[src/rtl/bm_fifo.sv]
// bm_fifo: branch-metric buffer between the BM unit and the ACS array.
// Stores up to DEPTH entries of {data_id, NCH packed metrics} with
// valid/ready handshakes on both sides; metrics pass through bit-exact.
//
// Ports:
//   BM_clk, BM_rst         clock (rising), async active-high reset
//   BM_in, data_id         incoming entry (channel k at [k*BM_W +: BM_W])
//   in_valid, in_ready     producer handshake
//   BM_out, data_id_out    head entry, forced to 0 when empty
//   out_valid, out_ready   consumer handshake
//   level, full, empty     occupancy
//   id_err                 sticky tag-sequence error
//
// Optional feature macro: BM_ID_CHECK_EN
//   defined   -> tag-sequence tracking drives id_err
//   undefined -> id_err tied to 0, no tracking logic

module bm_fifo #(
    parameter int NCH   = 4,
    parameter int BM_W  = 7,
    parameter int ID_W  = 4,
    parameter int DEPTH = 8
) (
    input  logic                       BM_clk,
    input  logic                       BM_rst,
    input  logic [NCH*BM_W-1:0]        BM_in,
    input  logic [ID_W-1:0]            data_id,
    input  logic                       in_valid,
    output logic                       in_ready,
    output logic [NCH*BM_W-1:0]        BM_out,
    output logic [ID_W-1:0]            data_id_out,
    output logic                       out_valid,
    input  logic                       out_ready,
    output logic [$clog2(DEPTH):0]     level,
    output logic                       full,
    output logic                       empty,
    output logic                       id_err
);

    localparam int AW = $clog2(DEPTH);
    localparam int LW = AW + 1;
    localparam int DW = NCH * BM_W;
    localparam int EW = ID_W + DW;

    logic [EW-1:0] mem [DEPTH];
    logic [AW-1:0] wr_ptr;
    logic [AW-1:0] rd_ptr;
    logic [LW-1:0] cnt;
    logic [EW-1:0] head;
    logic          wr_en;
    logic          rd_en;

    // Occupancy comes from the counter, not a pointer compare, so the
    // naturally wrapping pointers never need an extra lap bit.
    assign full      = (cnt == LW'(DEPTH));
    assign empty     = (cnt == '0);
    assign level     = cnt;
    // Held low during reset so nothing is offered as accepted then.
    assign in_ready  = !full && !BM_rst;
    assign out_valid = !empty;

    assign wr_en = in_valid && in_ready;
    assign rd_en = out_valid && out_ready;

    // Storage has no reset; stale words stay hidden behind empty.
    always_ff @(posedge BM_clk) begin
        if (wr_en) begin
            mem[wr_ptr] <= {data_id, BM_in};
        end
    end

    always_ff @(posedge BM_clk or posedge BM_rst) begin
        if (BM_rst) begin
            wr_ptr <= '0;
            rd_ptr <= '0;
            cnt    <= '0;
        end else begin
            if (wr_en) begin
                wr_ptr <= wr_ptr + AW'(1);
            end
            if (rd_en) begin
                rd_ptr <= rd_ptr + AW'(1);
            end
            unique case ({wr_en, rd_en})
                2'b10:   cnt <= cnt + LW'(1);
                2'b01:   cnt <= cnt - LW'(1);
                default: cnt <= cnt;
            endcase
        end
    end

    // Head is a pure function of the registered read pointer, so it
    // holds steady while the consumer stalls.
    assign head        = mem[rd_ptr];
    assign BM_out      = empty ? '0 : head[DW-1:0];
    assign data_id_out = empty ? '0 : head[EW-1:DW];

`ifdef BM_ID_CHECK_EN
    logic            have_base;
    logic [ID_W-1:0] exp_id;
    logic            id_err_q;

    // First write after reset only seeds the baseline; every later
    // write is compared, then the baseline follows the received tag.
    always_ff @(posedge BM_clk or posedge BM_rst) begin
        if (BM_rst) begin
            have_base <= 1'b0;
            exp_id    <= '0;
            id_err_q  <= 1'b0;
        end else if (wr_en) begin
            have_base <= 1'b1;
            exp_id    <= data_id + ID_W'(1);
            if (have_base && (data_id != exp_id)) begin
                id_err_q <= 1'b1;
            end
        end
    end

    assign id_err = id_err_q;
`else
    assign id_err = 1'b0;
`endif

endmodule
[config.mk]
export PLATFORM = sky130hd
export DESIGN_NAME = bm_fifo
export DESIGN_NICKNAME = d
export VERILOG_FILES = /design/src/rtl/bm_fifo.sv
export SDC_FILE = /design/constraint.sdc
export NUM_CORES = 1
export LEC_CHECK = 0
export ABC_AREA = 1
export ABC_CLOCK_PERIOD_IN_PS = 3550
export CAP_MARGIN = 20
export CELL_PAD_IN_SITES_DETAIL_PLACEMENT = 0
export CELL_PAD_IN_SITES_GLOBAL_PLACEMENT = 1
export CORE_MARGIN = 8
export CORE_UTILIZATION = 40
export CTS_BUF_LIST = sky130_fd_sc_hd__clkbuf_16
export DETAILED_ROUTE_END_ITERATION = 10
export GPL_ROUTABILITY_DRIVEN = 0
export PLACE_DENSITY_LB_ADDON = 0.3
export SLEW_MARGIN = 10
export SYNTH_ARGS = -nofsm -noshare
export SYNTH_HDL_FRONTEND = slang
export SYNTH_SLANG_ARGS = --single-unit
[constraint.sdc]
create_clock -name BM_clk -period 3.55 [get_ports BM_clk]
set_input_delay 0.71 -clock BM_clk [delete_from_list [all_inputs] [get_ports BM_clk]]
set_output_delay 0.71 -clock BM_clk [all_outputs]
set_load 0.005 [all_outputs]
==> results.yml <==
pwr:
  switching_share_pct: 32.9
  p_seq_share_pct: 36.4
  p_per_area_mw_per_mm2: 837
  power_switching_w: 0.00353
  p_int_w: 0.00720
  clkPwrFrac_pct: 27.8
  leakage_nw: 4.42
  ir_drop_v: 0.000540
  pwr-share-comb_pct: 35.8
critical_path:
  setup.worst_path.start_class: "flip-flop"
  crit_arrival_ns: 2.66
  crit_path_frequent_cell: "nor2_1"
  cp_max_fo: 129
  cp_slowest_cell: "clkdlybuf4s50_1"
  max_stage_delay_ns: 0.55
  required_ns: 2.84
  worstSetupPathType: "reg -> out"
  path_cells: "buf_12 -> nor2_1 -> nor2_1 -> o21ai_0 -> o211ai_1 -> nand2_1 -> nor2_1 -> clkdlybuf4s50_1"
  end_kind: "output pin"
floorplan:
  die_height_um: 179
  pin_count: 77
  start_util_pct: 40.2
  die_area_mm2: 0.0322
  rows: 60
  coreArea_mm2: 0.0266
  die_w_um: 179
timing:
  holdWs_ns: 0.509
  layout_setup_ws_ns: 0.178
  finalSetupViolations: 0
  fmax_mhz: 297
  slew_headroom_pct: 63.0
  tightest_slew_ns: 0.555
  fin_crit_ns: 3.37
  hold_viol_final: 0
  finalMaxSlewViolations: 0
  clock-skew-final_ns: 0.0160
  min_period_over_period_pct: 95.0
  rsz0062_at_grt: "no"
logic_synthesis:
  syn_inst: 840
  synth_area_mm2: 0.0107
  synth_nets: 881
  syn_avg_cell_area_um2: 12.7
  yosysSeqAreaShare_pct: 74.3
  ys_warn_count: 0
  ys_ff_latch: 266
  ys_types: 22
placement:
  port_buffers: 75
  dp_hpwl_mm: 13.1
  dpl.cell_count: 1234
  placed_area_mm2: 0.0119
  post-place-ws_ns: 0.666
run:
  maxCapViolCount: 0
layout:
  drive_gt1_share_pct: 8.89
  area_growth_pct: 20.0
  final_common_cell: "edfxtp_1"
  fin_area_mm2: 0.0128
  final_util_pct: 48.2
  antenna_cells: 0
  final_cells: 1286
  mostFrequentLayoutCells: "edfxtp_1, nor2_1, o21ai_0"
  nNetsFinal: 964
route:
  firstDrtPassIters: 4
  routed_via_density: 5.15
  drc_errors: 0
  ant_nets: 0
  wl_per_cell_um: 18.6
  drt-initial-drc-count: 534
  vias: 6623
  wl_mm: 23.9
cts:
  clkTransAtPathRegs_ns: 0.06
  cts_made_buffers: 28
  htreeDepth: 1
  cts.sinks: 266
  cts_tree: "done"
  clock_latency_ns: 0.54
  root_buffer: "clkbuf_16"
  clockBufferDepth: 3
outcome:
  status: "complete, no violations"
global_route:
  grt_max_degree: 130
  grt_overflow: 0
  grt_first_pass_wirelength_mm: 37.5
  grt_pass1_vias: 6515
  antenna_found_initial: 0
  track_usage_pct: 14.6
worst_hold_path:
  hold_path.class: "in -> async"
[through the flow]
| stage | power [W] | setup TNS [ns] |
|---|---|---|
| after floorplan | 0.00621 | -123.94 |
| after global placement | 0.00787 | 0 |
| after detailed placement | 0.00788 | 0 |
| after CTS | 0.0109 | 0 |
| after global routing | 0.0114 | 0 |
| final | 0.0107 | 0 |
[sequential cells by signal, indices dropped and copies added (netlist names)]
| signal | count |
|---|---|
| level | 4 |
| mem | 256 |
| rd_ptr | 3 |
| wr_ptr | 3 |
[routing by layer]
metal | wire length [um] | part of all wire, % | track usage, % | up-vias
met4 | 455 | 1.9 | 3.37 | 0
met1 | 10900 | 46 | 19.2 | 3276
met2 | 11600 | 49 | 24.8 | 128
li1 | - | - | - | 3183
met5 | 0 | 0 | 0 | -
met3 | 924 | 3.9 | 2.54 | 36
[cell families (layout without fill, tap and decap cells)]
group,after synthesis,after routing,share of synthesized area [%]
simple gates,296,296,10.6
flops,266,266,74.3
compound gates,197,197,10.4
buf+inv,68,173,3.61
xor+xnor,7,7,0.574
fa+ha+maj,5,5,0.586
other cells,1,1,0.0351
[path summary, 6_finish.rpt]
kind | startpoint | endpoint | slack, ns | depth (start not counted)
setup / recovery | rd_ptr[0]$_DFFE_PP0P_ | BM_out[0] | 0.18 | 8
setup reg to reg | level[0]$_DFFE_PP0P_ | level[2]$_DFFE_PP0P_ | 1.16 | 12
hold reg to reg | wr_ptr[2]$_DFFE_PP0P_ | wr_ptr[2]$_DFFE_PP0P_ | 0.53 | 1
min in group BM_clk | wr_ptr[2]$_DFFE_PP0P_ | wr_ptr[2]$_DFFE_PP0P_ | 0.53 | 1
hold / removal | BM_rst | level[0]$_DFFE_PP0P_ | 0.51 | 3
max in group asynchronous | BM_rst | rd_ptr[1]$_DFFE_PP0P_ | 2.88 | 3
[power by group through the flow]
| stage | clock network [W] | logic (W) | registers (W) |
|---|---|---|---|
| after floorplan | 0 | 0.00231 | 0.00391 |
| after global placement | 0 | 0.00390 | 0.00397 |
| after detailed placement | 0 | 0.00391 | 0.00397 |
| after CTS | 0.00305 | 0.00393 | 0.00390 |
| after global routing | 0.00317 | 0.00431 | 0.00393 |
| final | 0.00299 | 0.00384 | 0.00391 |
[what timing repair did]
| action | 4_1_cts | 5_1_grt |
|---|---|---|
| gates resized for setup | 0 | 1 |
| setup endpoints to repair | 0 | 2 |
| hold buffers | 0 | 0 |
| setup buffers | 0 | 0 |
[cell type report]
cell class                 count  area [um^2]
clock buffer                  29          726
clock inverter                23          230
fill                        2352        13800
inverter                      15         58.8
multi-input combinational    506         2400
sequential                   266         7940
tap                          341          427
timing repair buffer         106         1030
[cell usage after synthesis]
master	instances	area (um^2)
clkbuf_1	17	63.8
xnor2_1	3	26.3
nand3_1	5	25.0
buf_6	12	135
o21ai_1	5	25.0
conb_1	1	3.75
buf_2	14	70.1
o22ai_1	32	200
o211ai_1	32	240
nor3_1	8	40.0
edfxtp_1	256	7690
nor2_1	231	867
xor2_1	4	35.0
inv_1	14	52.6
clkbuf_2	6	30.0
ha_1	5	62.6
a21oi_1	2	10.0
inv_2	1	3.75
o21ai_0	126	631
dfrtp_1	10	250
nand2_1	52	195
buf_4	4	30.0
[worst max-delay path: cells and delay by family (launching register included)]
family	cells	cell delay, ns
buf+inv	2	1.01
simple gates	4	0.46
flops	1	0.44
compound gates	2	0.19
Note: power is estimated with default switching activity, not from simulation.
